--- config.mk ---
export PLATFORM = sky130hd
export DESIGN_NAME = wb_flash_ctrl
export DESIGN_NICKNAME = d
export VERILOG_FILES = /design/src/rtl/wb_flash_pkg.sv /design/src/rtl/flash_ws_counter.sv /design/src/rtl/wb_flash_ctrl.sv
export SDC_FILE = /design/constraint.sdc
export NUM_CORES = 1
export LEC_CHECK = 0
export ABC_AREA = 0
export BUFFER_PORTS_ARGS = -buffer_cell sky130_fd_sc_hd__clkbuf_2
export CORE_MARGIN = 4
export CORE_UTILIZATION = 44
export CTS_CLUSTER_DIAMETER = 50
export CTS_CLUSTER_SIZE = 8
export DETAILED_ROUTE_END_ITERATION = 8
export GPL_TIMING_DRIVEN = 0
export MAX_ROUTING_LAYER = met4
export PLACE_DENSITY_LB_ADDON = 0.05
export SYNTH_ARGS = -nofsm -noshare
export SYNTH_HDL_FRONTEND = slang
export SYNTH_HIERARCHICAL = 1
export SYNTH_SLANG_ARGS = --single-unit
--- constraint.sdc ---
create_clock -name wb_clk_i -period 2.4 [get_ports wb_clk_i]
set_clock_uncertainty 0.15 [all_clocks]
set_input_delay 0.12 -clock wb_clk_i [delete_from_list [all_inputs] [get_ports wb_clk_i]]
set_output_delay 0.12 -clock wb_clk_i [all_outputs]
set_load 0.05 [all_outputs]
--- src/rtl/wb_flash_pkg.sv ---
// Shared types and constants for the Wishbone-to-parallel-flash bridge.
package wb_flash_pkg;

   typedef enum logic [2:0] {
      ST_IDLE,
      ST_RD_BEAT,
      ST_RD_ACK,
      ST_WR_SETUP,
      ST_WR_PULSE,
      ST_WR_HOLD,
      ST_TERM
   } fsm_state_e;

   localparam int DEF_WS    = 5;
   localparam int DEF_DW    = 32;
   localparam int DEF_FW    = 8;
   localparam int DEF_CNT_W = $clog2(DEF_WS + 1);

   function automatic int beats(input int dw, input int fw);
      return dw / fw;
   endfunction

   // Beat index needs at least one bit even when a word is a single beat.
   function automatic int beat_idx_w(input int dw, input int fw);
      return (dw / fw > 1) ? $clog2(dw / fw) : 1;
   endfunction

   localparam int BEATS      = beats(DEF_DW, DEF_FW);
   localparam int BEAT_IDX_W = beat_idx_w(DEF_DW, DEF_FW);

endpackage

--- src/rtl/flash_ws_counter.sv ---
// Loadable saturating down-counter; tc_o marks the last cycle of a timed interval.
module flash_ws_counter
   import wb_flash_pkg::*;
#(
   parameter int W = DEF_CNT_W
) (
   input  logic         clk_i,
   input  logic         rst_i,
   input  logic         load_i,
   input  logic [W-1:0] load_val_i,
   output logic         tc_o
);

   logic [W-1:0] cnt_q, cnt_d;

   always_comb begin
      cnt_d = cnt_q;
      if (load_i)
         cnt_d = load_val_i;
      else if (cnt_q != '0)
         cnt_d = cnt_q - W'(1);
   end

   always_ff @(posedge clk_i) begin
      if (rst_i)
         cnt_q <= '0;
      else
         cnt_q <= cnt_d;
   end

   assign tc_o = (cnt_q == '0);

endmodule

--- src/rtl/wb_flash_ctrl.sv ---
// Wishbone classic slave reading a narrow parallel flash in big-endian beats.
// Define WB_FLASH_WRITE_EN to add single-beat command writes; otherwise writes end in wb_err_o.
module wb_flash_ctrl
   import wb_flash_pkg::*;
#(
   parameter int AW = 22,
   parameter int DW = 32,
   parameter int FW = 8,
   parameter int WS = DEF_WS
) (
   input  logic            wb_clk_i,
   input  logic            wb_rst_i,
   input  logic [31:0]     wb_adr_i,
   input  logic [DW-1:0]   wb_dat_i,
   input  logic [DW/8-1:0] wb_sel_i,
   input  logic            wb_we_i,
   input  logic            wb_stb_i,
   input  logic            wb_cyc_i,
   output logic [DW-1:0]   wb_dat_o,
   output logic            wb_ack_o,
   output logic            wb_err_o,
   output logic [AW-1:0]   flash_adr_o,
   input  logic [FW-1:0]   flash_dat_i,
   output logic [FW-1:0]   flash_dat_o,
   output logic            flash_dat_oe,
   output logic            flash_ce,
   output logic            flash_oe,
   output logic            flash_we,
   output logic            flash_rst
);

   localparam int NB  = beats(DW, FW);
   localparam int BIW = beat_idx_w(DW, FW);
   localparam int CW  = $clog2(WS + 1);

   fsm_state_e      state_q, state_d;
   logic [BIW-1:0]  beat_q;
   logic [DW-1:0]   asm_q, asm_nxt;
   logic [DW-1:0]   wb_dat_q;
   logic            wb_ack_q, wb_err_q;
   logic [AW-1:0]   flash_adr_q;
   logic [FW-1:0]   flash_dat_q;
   logic            flash_dat_oe_q, flash_ce_q, flash_oe_q, flash_we_q;
   logic            req, live, last_beat, tc, cnt_load;
   logic [CW-1:0]   cnt_val;
   logic            unused_ok;

   assign live      = wb_cyc_i & wb_stb_i;
   assign req       = (state_q == ST_IDLE) & live & ~wb_ack_q & ~wb_err_q;
   assign last_beat = (beat_q == BIW'(NB - 1));
   // Earlier beats shift toward the MSBs, so beat 0 lands on top.
   assign asm_nxt   = (asm_q << FW) | DW'(flash_dat_i);
   assign unused_ok = ^{wb_sel_i, wb_adr_i, wb_dat_i};

   flash_ws_counter #(.W(CW)) u_ws (
      .clk_i      (wb_clk_i),
      .rst_i      (wb_rst_i),
      .load_i     (cnt_load),
      .load_val_i (cnt_val),
      .tc_o       (tc)
   );

   always_comb begin
      state_d  = state_q;
      cnt_load = 1'b0;
      cnt_val  = CW'(WS);
      case (state_q)
         ST_IDLE: begin
            if (req) begin
               if (!wb_we_i) begin
                  state_d  = ST_RD_BEAT;
                  cnt_load = 1'b1;
               end else begin
`ifdef WB_FLASH_WRITE_EN
                  state_d = ST_WR_SETUP;
`else
                  state_d = ST_TERM;
`endif
               end
            end
         end
         ST_RD_BEAT: begin
            if (!live)
               state_d = ST_IDLE;
            else if (tc) begin
               if (last_beat)
                  state_d = ST_RD_ACK;
               else
                  cnt_load = 1'b1;
            end
         end
         ST_WR_SETUP: begin
            if (!live)
               state_d = ST_IDLE;
            else begin
               state_d  = ST_WR_PULSE;
               cnt_load = 1'b1;
               cnt_val  = CW'(WS - 1);
            end
         end
         ST_WR_PULSE: begin
            if (!live)
               state_d = ST_IDLE;
            else if (tc)
               state_d = ST_WR_HOLD;
         end
         ST_WR_HOLD: state_d = live ? ST_TERM : ST_IDLE;
         default:    state_d = ST_IDLE;
      endcase
   end

   // Strobes and terminations decode the next state so they line up with it.
   always_ff @(posedge wb_clk_i) begin
      if (wb_rst_i) begin
         state_q        <= ST_IDLE;
         beat_q         <= '0;
         asm_q          <= '0;
         wb_dat_q       <= '0;
         wb_ack_q       <= 1'b0;
         wb_err_q       <= 1'b0;
         flash_adr_q    <= '0;
         flash_dat_q    <= '0;
         flash_dat_oe_q <= 1'b0;
         flash_ce_q     <= 1'b1;
         flash_oe_q     <= 1'b1;
         flash_we_q     <= 1'b1;
      end else begin
         state_q        <= state_d;
         flash_ce_q     <= !(state_d inside {ST_RD_BEAT, ST_RD_ACK, ST_WR_SETUP,
                                             ST_WR_PULSE, ST_WR_HOLD});
         flash_oe_q     <= (state_d != ST_RD_BEAT);
         flash_we_q     <= (state_d != ST_WR_PULSE);
         flash_dat_oe_q <= (state_d inside {ST_WR_SETUP, ST_WR_PULSE, ST_WR_HOLD});
`ifdef WB_FLASH_WRITE_EN
         wb_ack_q       <= (state_d == ST_RD_ACK) || (state_d == ST_TERM);
         wb_err_q       <= 1'b0;
         if (req && wb_we_i) begin
            flash_adr_q <= wb_adr_i[AW-1:0];
            flash_dat_q <= wb_dat_i[FW-1:0];
         end
`else
         wb_ack_q       <= (state_d == ST_RD_ACK);
         wb_err_q       <= (state_d == ST_TERM);
`endif
         if (req && !wb_we_i) begin
            flash_adr_q <= wb_adr_i[AW-1:0] & ~AW'(DW/8 - 1);
            beat_q      <= '0;
         end
         if (state_q == ST_RD_BEAT && tc) begin
            asm_q <= asm_nxt;
            if (!last_beat) begin
               beat_q      <= beat_q + BIW'(1);
               flash_adr_q <= flash_adr_q + AW'(FW/8);
            end
         end
         if (state_d == ST_RD_ACK)
            wb_dat_q <= asm_nxt;
      end
   end

   assign wb_dat_o     = wb_dat_q;
   assign wb_ack_o     = wb_ack_q;
   assign wb_err_o     = wb_err_q;
   assign flash_adr_o  = flash_adr_q;
   assign flash_dat_o  = flash_dat_q;
   assign flash_dat_oe = flash_dat_oe_q;
   assign flash_ce     = flash_ce_q;
   assign flash_oe     = flash_oe_q;
   assign flash_we     = flash_we_q;
   assign flash_rst    = !wb_rst_i;

endmodule

==> impl_summary.txt, run 1 <==
----------------------------------------------------
[Run status]
  Outcome ... completed

[Detailed routing]
  Number of iterations in the first detailed-routing pass ... 5
  Number of vias after detailed routing ... 3905
  Average wire per cell in the routed design ... 14.1 µm
  Routed wire length ... 10.7 mm
  Number of routed nets with antenna violations ... 0
  Vias per cell ... 5.17
  Iteration-0 DRC Markers ... 234
  Remaining routing DRC violations ... 0

[Min path]
  Critical hold path startpoint ... wb_cyc_i
  Worst Hold End ... flash_we
  Type of the tightest min-delay check ... input pin to flip-flop
  Depth of the worst hold-timing path ... 4

[Power and ir drop]
  Combinational fraction of design power ... 17.0%
  Int Pwr ... 2400 µW
  Power per Cell Area ... 648 nW/µm²
  Power dissipated by switching net loads ... 948 µW
  Part of the power in registers ... 48.1%
  Overall power consumption ... 3350 µW
  Max IR drop VDD ... 268 µV
  Leakage power summed over all cells ... 0.00206 µW
  Clock power share ... 35.0%
  Switching power share of the total ... 28.3%

[Logic synthesis]
  Proportion of synthesized chip area in sequential cells ... 47.1%
  Flops & latches, synth ... 92
  Total number of yosys warnings ... 6
  Most used DFF post-synth ... sky130_fd_sc_hd__dfxtp_1
  Cell variety after synth ... 48
  Number of enable-type register cells in the synthesized netlist ... 0
  Post-synthesis cell area ... 3910 µm²
  Mapped Avg Cell Area ... 7.89 µm²
  Async set-or-reset flop fraction in the synthesized netlist ... 0%
  Syn Inst Count ... 496

[Timing]
  Unrepaired setup endpoints after global routing ... false
  Min Tclk post-route ... 2.26 ns
  Achievable Freq ... 0.443 GHz
  Worst slew slack as a fraction of its limit ... 62.9%
  Final count of hold timing violations ... 0
  Count of final max-slew check failures ... 0
  Final Cycle Share ... 94.1%
  Setup Viol. Count Final ... 0
  Worst Max-Slew Pin Slew ... 0.557 ns

[Die]
  # rows ... 34
  Total die area ... 10500 µm²
  Count of boundary I/O pins ... 150
  Core area ... 8680 µm²
  Horizontal extent of the die ... 102 µm
  Starting density of the core ... 45.1%
  Chip height ... 102 µm

[Worst setup path]
  Type of the worst setup path ... flip-flop to flip-flop
  Maximum cell stage delay along the critical path ... 0.41 ns
  Endpoint of the lowest-slack register-to-register path ... flash_adr_o[7]
  Largest fanout on the critical path ... 6
  Worst r2r src ... u_ws/cnt_q[0]
  Cell repeated most along the worst path ... sky130_fd_sc_hd__inv_2
  Count of cells along the worst register-to-register path ... 10
  Req. time, crit path ... 2.54 ns
  Slowest stage cell, crit path ... sky130_fd_sc_hd__or3_4
  CP Cell Sequence ... inv_2 -> ha_4 -> nand2b_1 -> inv_2 -> and4bb_1 -> buf_6 -> nand2b_4 -> or3_4 -> or3_1 -> a31oi_1
  Flop-to-flop setup slack ... 0.14 ns
  Kind of capture point of the worst setup path ... flip-flop
  Signal arrival time at the worst endpoint ... 2.40 ns
  Worst Setup Start Kind ... flip-flop
  Dominant delay contributor by cell family on the critical path ... simple AND/OR/NAND/NOR gates
  Count of buffering cells on the critical path with inverters included ... 3

[Global routing]
  Wire length of the first global-routing pass ... 17.6 mm
  Aggregate global routing overflow ... 0
  Via count of the first global-routing pass ... 3610
  Initial antenna violation count ... 0
  GR Util All Layers ... 21.9%
  Maximum number of pins on one net before global-route repair ... 17

[Run]
  Count of maximum capacitance violations ... 0

[Final layout]
  Layout-stage area growth over the synthesis result ... 32.2%
  Final core area utilization ... 59.6%
  Share of post-route cells with drive strength above 1 ... 23.3%
  Non-filler cells, final ... 755
  Total Nets Final ... 728
  Number of antenna diodes ... 0

[Clock tree]
  Maximum buffer depth of the clock tree ... 2
  Root Driver ... sky130_fd_sc_hd__clkbuf_8
  Clock-pin slew of the registers on the worst-case setup and hold paths ... 0.09 ns
  Max H-tree Level ... 3
  Clock tree from TritonCTS ... yes
  Number of buffers created by CTS ... 9
  Num Clock Sinks ... 92
  Insertion delay of the later-clocked pin in the worst-skew pair ... 0.36 ns

[Placed design]
  Buffers added on ports ... 93
  Estimated wirelength of the detail-placed design ... 7.58 mm
  Weighted congestion at the end of routability-driven global placement ... 0.862
  Cell Count Post-Placement ... 705

----------------------------------------------------
==> placed cells by master, fill, tap and decap left out, types with 2 or more instances in the layout <==
cell	instances
sky130_fd_sc_hd__clkbuf_1	16
sky130_fd_sc_hd__nor4b_1	2
sky130_fd_sc_hd__nand4_1	8
sky130_fd_sc_hd__clkbuf_8	10
sky130_fd_sc_hd__ha_1	3
sky130_fd_sc_hd__nand3_1	10
sky130_fd_sc_hd__o21a_1	2
sky130_fd_sc_hd__or4_1	2
sky130_fd_sc_hd__a31oi_1	12
sky130_fd_sc_hd__nor2b_1	5
sky130_fd_sc_hd__o211ai_1	4
sky130_fd_sc_hd__and3_1	6
sky130_fd_sc_hd__inv_1	7
sky130_fd_sc_hd__o21ai_1	13
sky130_fd_sc_hd__or3_1	7
sky130_fd_sc_hd__bufinv_16	2
sky130_fd_sc_hd__buf_6	2
sky130_fd_sc_hd__nor2_1	15
sky130_fd_sc_hd__dlygate4sd3_1	31
sky130_fd_sc_hd__buf_4	13
sky130_fd_sc_hd__conb_1	10
sky130_fd_sc_hd__nor3_1	7
sky130_fd_sc_hd__o21ai_0	2
sky130_fd_sc_hd__inv_2	3
sky130_fd_sc_hd__clkbuf_2	101
sky130_fd_sc_hd__and2_1	3
sky130_fd_sc_hd__a32oi_1	4
sky130_fd_sc_hd__nand2_1	136
sky130_fd_sc_hd__dfxtp_1	92
sky130_fd_sc_hd__nor2_4	2
sky130_fd_sc_hd__a22oi_1	3
sky130_fd_sc_hd__a2bb2oi_1	3
sky130_fd_sc_hd__buf_2	4
sky130_fd_sc_hd__clkinvlp_4	2
sky130_fd_sc_hd__a21oi_1	81
sky130_fd_sc_hd__a2111oi_2	2
==> timing repair <==
action                                 4_1_cts  5_1_grt
setup buffers                                2        2
endpoints found under the hold margin       43        0
setup endpoints to repair                   46       56
pin swaps                                    1        4
resized for setup                           15       11
gates cloned                                 0        0
hold buffers                                31        0
==> final cells by class <==
cell class                 instances  area, µm²
tap                              108        135
clock inverter                     6       95.1
clock buffer                       9        124
sequential                        92       1840
buffer                            40        224
timing repair buffer             128        806
fill                             844       3510
multi-input combinational        362       1910
inverter                          10       37.5
==> power groups by stage <==
stage / sequential, µW / combinational (µW) / clock (µW)
after detailed placement: 1640 / 435 / 0
after global routing: 1620 / 626 / 1250
after CTS: 1610 / 514 / 1180
after global placement: 1640 / 422 / 0
after floorplan: 1680 / 270 / 0
final: 1610 / 568 / 1170
==> worst register-to-register path, stage by stage, from the launching register on <==
cell and delay [ns]:
sky130_fd_sc_hd__dfxtp_1 0.34, sky130_fd_sc_hd__inv_2 0.08, sky130_fd_sc_hd__ha_4 0.14, sky130_fd_sc_hd__nand2b_1 0.09
sky130_fd_sc_hd__inv_2 0.09, sky130_fd_sc_hd__and4bb_1 0.21, sky130_fd_sc_hd__buf_6 0.12, sky130_fd_sc_hd__nand2b_4 0.07
sky130_fd_sc_hd__or3_4 0.41, sky130_fd_sc_hd__or3_1 0.33, sky130_fd_sc_hd__a31oi_1 0.16
==> worst max path at each step <==
stage / start / endpoint / slack [ns] / depth (start not counted)
floorplan: u_ws/cnt_q[0] / u_ws/cnt_q[0] / 0.07 / 11
global placement: u_ws/cnt_q[0] / u_ws/cnt_q[1] / -0.41 / 11
detailed placement: u_ws/cnt_q[0] / u_ws/cnt_q[1] / -0.55 / 11
CTS: u_ws/cnt_q[0] / u_ws/cnt_q[1] / 0.004 / 11
global route: u_ws/cnt_q[1] / flash_adr_o[7] / 0.006 / 10
finish: u_ws/cnt_q[0] / flash_adr_o[7] / 0.14 / 10
==> cell families after synthesis <==
family	Yosys count	synth area share, %
and+or+nand+nor	217	26.2
AOI/OAI and AO/OA	131	19.2
DFF	92	47.1
buffers and inverters	50	6.08
adders and majority gates	4	1.28
other	2	0.192
==> layer usage <==
layer  wire length (µm)  global-route usage, %  up-vias
li1                   -                      -     1982
met1               5030                   29.7     1797
met2               4880                   32.7      110
met3                573                   4.10       16
met4                169                   7.67        0
met5                  0                      -        -
==> cell usage after synthesis, drive strengths merged (2+ instances only) <==
| master | count | share of area [%] |
|---|---|---|
| nand2 | 136 | 13 |
| dfxtp | 92 | 47 |
| a21oi | 82 | 10 |
| clkbuf | 25 | 2.4 |
| nor2 | 17 | 1.7 |
| buf | 15 | 2.7 |
| o21ai | 15 | 1.9 |
| a31oi | 12 | 1.9 |
| inv | 10 | 0.96 |
| nand3 | 10 | 1.3 |
| nand4 | 9 | 1.6 |
| nor3 | 8 | 1.3 |
| or3 | 8 | 1.4 |
| and3 | 6 | 0.96 |
| nor2b | 5 | 0.80 |
| a32oi | 4 | 0.90 |
| and2 | 4 | 0.64 |
| ha | 4 | 1.3 |
| o211ai | 4 | 0.77 |
| a22oi | 3 | 0.58 |
| a2bb2oi | 3 | 0.67 |
| a2111oi | 2 | 0.51 |
| conb | 2 | 0.19 |
| nand2b | 2 | 0.51 |
| nor4 | 2 | 0.70 |
| nor4b | 2 | 0.45 |
| o21a | 2 | 0.38 |
| o311ai | 2 | 0.45 |
| or4 | 2 | 0.38 |
==> metrics by stage <==
stage / TNS [ns] / hold WS (ns) / area (µm²) / setup WS, ns
2_1_floorplan: 0 / 0.0379 / 3940 / 0.0663
3_3_place_gp: -3.24 / 0.216 / 4540 / -0.414
3_5_place_dp: -4.35 / 0.216 / 4540 / -0.546
4_1_cts: 0 / 0.0123 / 5130 / 0.00383
5_1_grt: 0 / 0.0379 / 5170 / 0.00614
6_report: 0 / 0.0362 / 5170 / 0.142
==> registers in the layout (all words and copies together) (netlist names), 2 cells and up <==
register     count
u_ws/cnt_q       3
wb_dat_o        32
flash_adr_o     22
beat_q           2
asm_q           24
state_q          3
(Power assumes the default switching activity.)
==> run 2, diff against run 1 <==
CORE_MARGIN = unset   (was 4)
==> impl_summary.txt, run 2 (synthesis results as in run 1) <==
----------------------------------------------------
[Die]
  Total die area ... 9270 µm²
  # rows ... 34
  Starting density of the core ... 45.1%
  Chip height ... 96.3 µm
  Horizontal extent of the die ... 96.3 µm
  Count of boundary I/O pins ... 150
  Core area ... 8680 µm²

[Clock tree]
  Clock-pin slew of the registers on the worst-case setup and hold paths ... 0.10 ns
  Root Driver ... sky130_fd_sc_hd__clkbuf_8
  Max H-tree Level ... 3
  Number of buffers created by CTS ... 9
  Insertion delay of the later-clocked pin in the worst-skew pair ... 0.36 ns
  Num Clock Sinks ... 92
  Clock tree from TritonCTS ... yes
  Maximum buffer depth of the clock tree ... 2

[Global routing]
  Wire length of the first global-routing pass ... 16.5 mm
  Aggregate global routing overflow ... 0
  GR Util All Layers ... 23.9%
  Maximum number of pins on one net before global-route repair ... 17
  Initial antenna violation count ... 0
  Via count of the first global-routing pass ... 3420

[Detailed routing]
  Vias per cell ... 5.13
  Number of vias after detailed routing ... 3854
  Iteration-0 DRC Markers ... 157
  Number of routed nets with antenna violations ... 0
  Remaining routing DRC violations ... 0
  Number of iterations in the first detailed-routing pass ... 4
  Routed wire length ... 10.2 mm
  Average wire per cell in the routed design ... 13.6 µm

[Timing]
  Final count of hold timing violations ... 0
  Unrepaired setup endpoints after global routing ... false
  Setup Viol. Count Final ... 0
  Worst slew slack as a fraction of its limit ... 62.4%
  Worst Max-Slew Pin Slew ... 0.560 ns
  Achievable Freq ... 0.438 GHz
  Count of final max-slew check failures ... 0
  Min Tclk post-route ... 2.28 ns
  Final Cycle Share ... 95.1%

[Worst setup path]
  Signal arrival time at the worst endpoint ... 2.42 ns
  Type of the worst setup path ... flip-flop to flip-flop
  Req. time, crit path ... 2.54 ns
  Worst Setup Start Kind ... flip-flop
  Largest fanout on the critical path ... 9
  Kind of capture point of the worst setup path ... flip-flop

[Final layout]
  Number of antenna diodes ... 0
  Final core area utilization ... 59.1%
  Share of post-route cells with drive strength above 1 ... 23.3%
  Total Nets Final ... 724
  Most used cells in the layout excluding fill and tap cells ... sky130_fd_sc_hd__nand2_1 (136), sky130_fd_sc_hd__clkbuf_2 (100), sky130_fd_sc_hd__dfxtp_1 (92)
  Non-filler cells, final ... 752
  Commonest non-fill, non-tap cell in the layout ... sky130_fd_sc_hd__nand2_1
  Number of flip-flops in the largest register ... 32
  Layout-stage area growth over the synthesis result ... 31.0%

[Power and ir drop]
  Overall power consumption ... 3180 µW
  Leakage power summed over all cells ... 0.00204 µW
  Power per Cell Area ... 620 nW/µm²
  Max IR drop VDD ... 297 µV

[Min path]
  Type of the tightest min-delay check ... input pin to flip-flop

[Placed design]
  Cell Count Post-Placement ... 705
  Estimated wirelength of the detail-placed design ... 7.20 mm
  Buffers added on ports ... 93
  Weighted congestion at the end of routability-driven global placement ... 0.873

[Run]
  Count of maximum capacitance violations ... 0

[Run status]
  Outcome ... completed

----------------------------------------------------
run 2: cell types whose count changed in the layout (fill, tap and decap cells not counted), moves of 2 or more:
| cell | delta |
|---|---|
| sky130_fd_sc_hd__buf_2 | +2 |
| sky130_fd_sc_hd__buf_4 | -3 |
| sky130_fd_sc_hd__bufinv_16 | -2 |
| sky130_fd_sc_hd__clkbuf_1 | -2 |
| sky130_fd_sc_hd__clkbuf_8 | +2 |
| sky130_fd_sc_hd__clkinv_4 | +2 |
run 2: final timing paths:
check / start / depth (start not counted) / to / slack (ns)
worst max-delay path: u_ws/cnt_q[0] / 10 / flash_adr_o[7] / 0.12
worst min-delay path: wb_cyc_i / 4 / flash_we / 0.07
worst max register to register: u_ws/cnt_q[0] / 10 / flash_adr_o[7] / 0.12
worst min register to register: wb_dat_o[27] / 2 / wb_dat_o[27] / 0.31
run 2: routing by layer:
| metal | vias to the layer above | GRT usage (%) | wire length [µm] |
|---|---|---|---|
| met5 | - | - | 0 |
| met1 | 1749 | 32.5 | 4970 |
| met3 | 14 | 3.16 | 498 |
| li1 | 1991 | - | - |
| met2 | 100 | 36.8 | 4620 |
| met4 | 0 | 7.72 | 153 |
run 2: area by class of cell:
type / count / area [µm²]
Buffer: 39 / 221
Fill cell: 814 / 3550
Timing Repair Buffer: 125 / 783
Clock inverter: 5 / 42.5
Multi-Input combinational cell: 362 / 1910
Clock buffer: 11 / 151
Sequential cell: 92 / 1840
Inverter: 10 / 37.5
Tap cell: 108 / 135
run 2: where the power goes:
part           internal [µW]  switching (µW)
clock network            445             592
logic                    221             306
registers               1570            41.5
total                   2240             940
run 2: metrics by stage:
stage | TNS [ns] | cell area, µm² | hold WS [ns] | setup WS [ns]
2_1_floorplan | 0 | 3940 | 0.0379 | 0.0663
3_3_place_gp | -3.66 | 4540 | 0.216 | -0.425
3_5_place_dp | -4.19 | 4540 | 0.216 | -0.483
4_1_cts | 0 | 5090 | 0.0374 | 0.0122
5_1_grt | 0 | 5120 | 0.0943 | 0.00933
6_report | 0 | 5120 | 0.0715 | 0.119
run 2: what timing repair did:
action / CTS / global route
cloned: 0 / 0
hold buffers: 31 / 0
pin swaps: 2 / 2
resized for setup: 15 / 15
endpoints found under the hold margin: 42 / 0
buffers inserted: 1 / 0
setup endpoints to repair: 47 / 54
run 2: critical path, cell delays in order (launching register included):
cell	delay, ns
sky130_fd_sc_hd__dfxtp_1	0.34
sky130_fd_sc_hd__inv_2	0.08
sky130_fd_sc_hd__ha_4	0.16
sky130_fd_sc_hd__nand2b_4	0.07
sky130_fd_sc_hd__inv_2	0.09
sky130_fd_sc_hd__and4bb_1	0.21
sky130_fd_sc_hd__buf_6	0.14
sky130_fd_sc_hd__nand2b_4	0.08
sky130_fd_sc_hd__or3_4	0.40
sky130_fd_sc_hd__or3_1	0.32
sky130_fd_sc_hd__a31oi_1	0.16
